==> src/rtl/iir_coef_ctrl.sv <==
// iir_coef_ctrl -- coefficient bank controller for one iir_core instance.
//
// Keeps two banks of N = (ORDER+1)*2 signed fixed-point coefficients. The
// shadow bank is written one word at a time from the config port. The active
// bank drives the core's coefs input. On commit the controller blocks the
// input stream and waits until every sample already inside the core has left
// through its output handshake. It then copies shadow into active in a single
// cycle, so no sample ever sees a mix of old and new coefficients.
//
// Ports:
//   clk, rst           clock, synchronous active-high reset
//   s_axis_*           upstream sample stream (tdata, tvalid, tready)
//   core_s_*           stream into iir_core (tdata, tvalid out; tready in)
//   core_m_tvalid/rdy  tap of the core's output handshake (inputs only)
//   coefs              active bank, index 0 in the least significant word
//   wr_en/addr/data    shadow bank write port; writes to addr >= N are dropped
//   rd_addr/rd_data    combinational readback of the active bank; 0 when out of range
//   commit             single-cycle request to make the shadow bank live
//   busy               high while draining or swapping
//   commit_done        one-cycle pulse in the first cycle the new bank is live
module iir_coef_ctrl #(
  parameter int  DW    = 24,
  parameter int  COEFW = 18,
  parameter int  COEFQ = 16,
  parameter int  ORDER = 2,
  localparam int N     = (ORDER + 1) * 2,
  localparam int AW    = $clog2(N)
) (
  input  logic                    clk,
  input  logic                    rst,
  input  logic [DW-1:0]           s_axis_tdata,
  input  logic                    s_axis_tvalid,
  output logic                    s_axis_tready,
  output logic [DW-1:0]           core_s_tdata,
  output logic                    core_s_tvalid,
  input  logic                    core_s_tready,
  input  logic                    core_m_tvalid,
  input  logic                    core_m_tready,
  output logic [N-1:0][COEFW-1:0] coefs,
  input  logic                    wr_en,
  input  logic [AW-1:0]           wr_addr,
  input  logic [COEFW-1:0]        wr_data,
  input  logic [AW-1:0]           rd_addr,
  output logic [COEFW-1:0]        rd_data,
  input  logic                    commit,
  output logic                    busy,
  output logic                    commit_done
);

  // Identity filter: unity gain on tap 0, every other tap zero.
  localparam logic [COEFW-1:0]          ONE   = COEFW'(1) << COEFQ;
  localparam logic [N-1:0][COEFW-1:0]   IDENT = {{((N - 1) * COEFW){1'b0}}, ONE};
  // N widened by one bit so "addr < N" works even when N is a power of two.
  localparam logic [AW:0]               NW    = (AW + 1)'(N);

  typedef enum logic [1:0] {RUN, DRAIN, SWAP} state_t;

  state_t                  state;
  logic [2:0]              outstanding;
  logic [2:0]              cnt_nxt;
  logic                    in_hs;
  logic                    out_hs;
  logic [N-1:0][COEFW-1:0] shadow;
  logic [N-1:0][COEFW-1:0] active;

  // Upstream passes straight through in RUN. Outside RUN both valid toward the
  // core and ready toward the source are forced low, so nothing is accepted.
  assign core_s_tdata  = s_axis_tdata;
  assign core_s_tvalid = (state == RUN) && s_axis_tvalid;
  assign s_axis_tready = (state == RUN) && core_s_tready;
  assign busy          = (state != RUN);
  assign coefs         = active;

  assign in_hs  = core_s_tvalid && core_s_tready;
  assign out_hs = core_m_tvalid && core_m_tready;

  // Samples inside the core after this edge. DRAIN uses this next value so the
  // swap is not held back one cycle by a sample that leaves in the current cycle.
  always_comb begin
    cnt_nxt = outstanding + 3'(in_hs) - 3'(out_hs);
  end

  always_comb begin
    rd_data = '0;
    if ({1'b0, rd_addr} < NW) rd_data = active[rd_addr];
  end

  always_ff @(posedge clk) begin
    if (rst) begin
      state       <= RUN;
      outstanding <= '0;
      commit_done <= 1'b0;
      shadow      <= IDENT;
      active      <= IDENT;
    end else begin
      outstanding <= cnt_nxt;
      commit_done <= 1'b0;
      // A write in the SWAP cycle lands in shadow only. Active takes the
      // pre-write shadow contents because both updates happen at the same edge.
      if (wr_en && ({1'b0, wr_addr} < NW)) shadow[wr_addr] <= wr_data;
      unique case (state)
        RUN:   if (commit) state <= DRAIN;
        DRAIN: if (cnt_nxt == 3'd0) state <= SWAP;
        SWAP: begin
          active      <= shadow;
          state       <= RUN;
          commit_done <= 1'b1;
        end
        default: state <= RUN;
      endcase
    end
  end

endmodule

==> config.mk <==
export PLATFORM = sky130hd
export DESIGN_NAME = iir_coef_ctrl
export DESIGN_NICKNAME = d
export VERILOG_FILES = /design/src/rtl/iir_coef_ctrl.sv
export SDC_FILE = /design/constraint.sdc
export NUM_CORES = 1
export LEC_CHECK = 0
export ABC_CLOCK_PERIOD_IN_PS = 2570
export BUFFER_PORTS_ARGS = -buffer_cell sky130_fd_sc_hd__clkbuf_2
export CELL_PAD_IN_SITES_DETAIL_PLACEMENT = 1
export CELL_PAD_IN_SITES_GLOBAL_PLACEMENT = 2
export CORE_MARGIN = 2
export CORE_UTILIZATION = 30
export DETAILED_ROUTE_END_ITERATION = 12
export PLACE_DENSITY = 0.8
export SLEW_MARGIN = 20
export SYNTH_ARGS = -nofsm -noshare
export SYNTH_HDL_FRONTEND = slang
export SYNTH_SLANG_ARGS = --single-unit
==> constraint.sdc <==
create_clock -name clk -period 2.57 [get_ports clk]
set_input_delay 0.3855 -clock clk [delete_from_list [all_inputs] [get_ports clk]]
set_output_delay 0.3855 -clock clk [all_outputs]
set_load 0.01 [all_outputs]
# ---- After elaboration in Yosys (flattened, before gate mapping)
# Index checks and enable logic that the tools add are counted.
dict set report totals {
  reg_bits 222
  mem_bits_rw 0
  wordCells 46
  out_inout_bits 154
  latch_bits 0
  mem_bits_ro 0
  memories 0
  in_bits 56
}
dict set report classes {
  multipliers 0
  eq_ne 4
  muxes 10
  n_shift 0
  n_reduce_logical 10
  order_cmp 5
  n_addsub 2
  n_bitwise 0
  n_div 0
}
# operator count
set ops {}
lappend ops {{$bwmux 108} 1}
lappend ops {{$bmux 18 s3} 1}
lappend ops {{$demux 18 s3} 1}
lappend ops {{$mux 18} 3}
lappend ops {{$lt 3x4->1 const B} 2}
lappend ops {{$logic_and 1x1->1} 6}
lappend ops {{$lt 3x3->1 const B} 2}
lappend ops {{$mux 2} 2}
lappend ops {{$ne 2x2->1 const B} 2}
lappend ops {{$pmux 2 s2} 1}
lappend ops {{$add 3x1->3} 1}
lappend ops {{$ge 3x1->1 const B} 1}
lappend ops {{$logic_not 3->1} 1}
lappend ops {{$sub 3x1->3} 1}
lappend ops {{$eq 2x1->1 const B} 1}
lappend ops {{$eq 2x2->1 const B} 1}
lappend ops {{$logic_not 2->1} 1}
lappend ops {{$reduce_and 2->1} 1}
lappend ops {{$reduce_bool 2->1} 1}
lappend ops {{$mux 1} 1}

# ---- Longest topological paths before layout
dict set report depth {
  ltp_word 8
  ltp_mapped 11
  depth_no_buf 11
}

# ---- Least setup slack after synthesis
# Ideal clock, no wire load.
dict set report synth_timing {
  path_kind {flip-flop to flip-flop}
  start {register state[1]}
  end {register state[1]}
  t_arrival_ns 2.078
  setup_slack_ns 0.431
  path_stages_with_launch 12
  setup_time_ns 0.061
  synth_period_minus_slack_ns 2.139
  t_required_ns 2.509
  path_buffers 0
  path_cell_list {dfxtp_1 -> nor2_1 -> and2_1 -> nand2_1 -> ha_1 -> inv_1 -> ha_1 -> inv_1 -> fa_1 -> xor2_1 -> xnor2_1 -> and4_1}
}
dict set report synth_via {
  elab_chain_cells 8
  word_cells_on_any_way 11
  classes_between {2 x add/sub; 3 x eq/ne; 1 x mux; 5 x reduce/logical}
}
# item line_no
set synth_rtl {}
lappend synth_rtl {{from (decl)} 58} ;# state_t state;
lappend synth_rtl {{from (signal assigned)} 90} ;# state <= RUN;
lappend synth_rtl {{from (signal assigned)} 102} ;# RUN: if (commit) state <= DRAIN;
lappend synth_rtl {{from (signal assigned)} 103} ;# DRAIN: if (cnt_nxt == 3'd0) state <= SWAP;
lappend synth_rtl {{$logic_not 2->1} {69, 101}}
lappend synth_rtl {{$logic_and 1x1->1} 69} ;# assign core_s_tvalid = (state == RUN) && s_axis_tvalid;
lappend synth_rtl {{$logic_and 1x1->1} 74} ;# assign in_hs = core_s_tvalid && core_s_tready;
lappend synth_rtl {{$add 3x1->3} 80} ;# cnt_nxt = outstanding + 3'(in_hs) - 3'(out_hs);
lappend synth_rtl {{$sub 3x1->3} 80}
lappend synth_rtl {{$logic_not 3->1} 103}
lappend synth_rtl {{$ne 2x2->1 (no source line)} --}
lappend synth_rtl {{$reduce_and 2->1 (no source line)} --}
# Parallel ways exist; a longest one is shown, timed or not.
# A chain may end at the register's enable or synchronous reset.

# ---- Worst setup path after layout
# Same ends and word-level chain as after synthesis.

==> flow_metrics.tcl <==
set metrics [dict create \
    status "complete, no violations" \
    regArea_sq_um 4440 \
    grt_pass1_vias 7876 \
    syn_area_sq_um 8860 \
    p_per_area_nw_per_um2 695 \
    clk_path_buf_depth 3 \
    yosys.area.top_type "dfxtp_1" \
    synth.area.top_cells "dfxtp_1 (50%), nand2_1 (18%), a21oi_1 (12%)" \
    h-tree-depth 1 \
    power_leakage_nw 3.95 \
    synth_top_area_share_pct 50.1 \
    multiInputGateArea_sq_um 3870 \
    fp.dieH_um 176 \
    hp-class "primary input to register" \
    hpwlAfterDp_um 20500 \
    hold_viol 0 \
    drv_slew 0 \
    die_area_sq_um 30900 \
    antenna_left 0 \
    antenna_cells 0 \
    rsz0062_at_grt "false" \
    ys.flop_type "dfxtp_1" \
    crit_path_start_kind "register" \
    final_nets 1270 \
    num-fill-cells 3530 \
    cts_made_buffers 25 \
    required_ns 3.03 \
    ys_async_sr_fraction_pct 0 \
    max_freq_ghz 0.434 \
    synth.distinct_cells 32 \
    grt_max_degree 109 \
    crit_fanout 4 \
    synth_seq_area_share_pct 50.1 \
    setup_tns_ns 0 \
    gp_congestion 0.841 \
    synth_edf_count 0 \
    synth_common_cells "nand2_1 (431), dfxtp_1 (222), a21oi_1 (214)" \
    vias 7849 \
    core_area_sq_um 28900 \
    drc_errors 0 \
    grt_pass1_wl_um 46000 \
    clock_sinks 222 \
    yosysMostFrequentCell "nand2_1" \
    cpPeakStageDelay_ns 0.37 \
    rows 62 \
    cts_tree "done" \
    port_buffers 161 \
    cts_hold_buf 0 \
    track_usage_pct 18.8 \
    initial_core_util_pct 30.7 \
    fin_crit_sh_pct 89.6 \
    ys_ff_latch 222 \
    post-cts-setup-buffer-count 0 \
    fin_util_pct 36.8 \
    setup_viol 0 \
    cts_resized 0 \
    maxCapViolCount 0 \
    endpoint_kind "register" \
    p_total_mw 7.37 \
    die_w_um 176 \
    grt_overflow_total 0 \
    cp_slowest_cell "fa_1" \
    avgViaCountPerCell 4.88 \
    io-pin-count 210 \
    drt_wl_total_um 29600 \
    drive_above_1_share_pct 18.2 \
    yosysWarnings 0 \
    worstMarginPinSlew_ns 0.763 \
    dr.first_iter.drc_count 463 \
    antenna_found_initial 0 \
    avgSynthCellArea_sq_um 7.99 \
    slew_headroom_pct 49.1 \
    clk_pin_slew_ns 0.06 \
    mappedNetlistNets 1168 \
    syn_inst 1109 \
    avgRoutedWirePerCell_um 18.4 \
    first_pass_iters 5 \
    insertion_delay_ns 0.52 \
    path_cells "nor2_1 -> and2_1 -> nand2_1 -> ha_1 -> inv_1 -> ha_1 -> inv_1 -> fa_1 -> xor2_1 -> xnor2_1 -> and4_1" \
    critPathKind "register to register" \
    ir_drop_v 0.000311 \
    area_growth_pct 19.7 \
    cts-root-buf "clkbuf_16" \
    final.min_clock_period_ns 2.30 \
    clock_skew_ns 0.0140 \
    cp.arrival_ns 2.76 \
]
[per-layer routing]
layer	up-vias	track usage, %	routed length (um)
met5	-	0	0
met4	0	4.89	584
met3	35	2.90	1450
met2	158	29.8	13200
met1	3812	26.8	14400
li1	3844	-	-
[placed cells by master, fill, tap and decap left out, drive strengths merged]
cell     count
nor2         6
nand2b       3
buf         26
nor2b        3
dfxtp      222
and4         1
nand4bb      3
o21ai       19
xnor2        1
nand3b       1
nor3         2
nand4b       2
mux2i       54
fa           1
or4b         1
clkbuf     201
and2         3
nor4bb       2
a21oi      214
a31oi        1
ha           2
and4b        2
xor2         1
nand2      431
nor4b        1
inv          4
and4bb       1
o32a        18
[through the flow]
step	std cells	hold slack, ns	instance area [sq um]	setup slack (ns)
after detailed placement	1568	0.445	9880	0.244
final	1610	0.178	10600	0.267
after floorplan	1109	0.432	8860	0.431
after CTS	1610	0.159	10600	0.238
after global routing	1610	0.197	10600	0.0242
after global placement	1568	0.437	9880	0.357
[critical path: cells and delay by family (launching register included)]
family / cells / cell delay (ns)
buf+inv: 2 / 0.10
xor+xnor: 2 / 0.41
flops: 1 / 0.36
simple gates: 4 / 0.62
fa+ha+maj: 3 / 0.76
[worst paths after layout]
kind | from | endpoint | slack (ns) | cells past startpoint
setup reg to reg | state[1] | state[1] | 0.27 | 11
setup / recovery | state[1] | state[1] | 0.27 | 11
hold reg to reg | shadow[62] | coefs[62] | 0.44 | 2
hold / removal | commit | state[0] | 0.18 | 3
[power breakdown]
group | total, mW | switching [mW] | internal [mW]
clock network | 3.29 | 1.38 | 1.91
registers | 3.54 | 0.0394 | 3.50
logic | 0.544 | 0.379 | 0.164
[cell families after synthesis]
logic type	after synthesis	synth area share, %
compound gates	252	15.3
fa+ha+maj	3	0.508
mux	54	6.10
xor+xnor	2	0.198
flops	222	50.1
buf+inv	114	6.73
simple gates	462	21.1
[final cells by class]
| cell class | count | area share (%) |
|---|---|---|
| repair buffers | 186 | 10.1 |
| clock buffers | 41 | 6.84 |
| well taps | 384 | 4.53 |
| clock inverters | 1 | 0.0825 |
| multi-input cells | 773 | 36.4 |
| inverters | 3 | 0.106 |
| flip-flops and latches | 222 | 41.9 |
[flip-flops by register name (all words and copies together) (netlist names)]
register / flops
coefs: 108
shadow: 108
outstanding: 3
state: 2
commit_done: 1
Note: power is estimated with default switching activity, not from simulation.
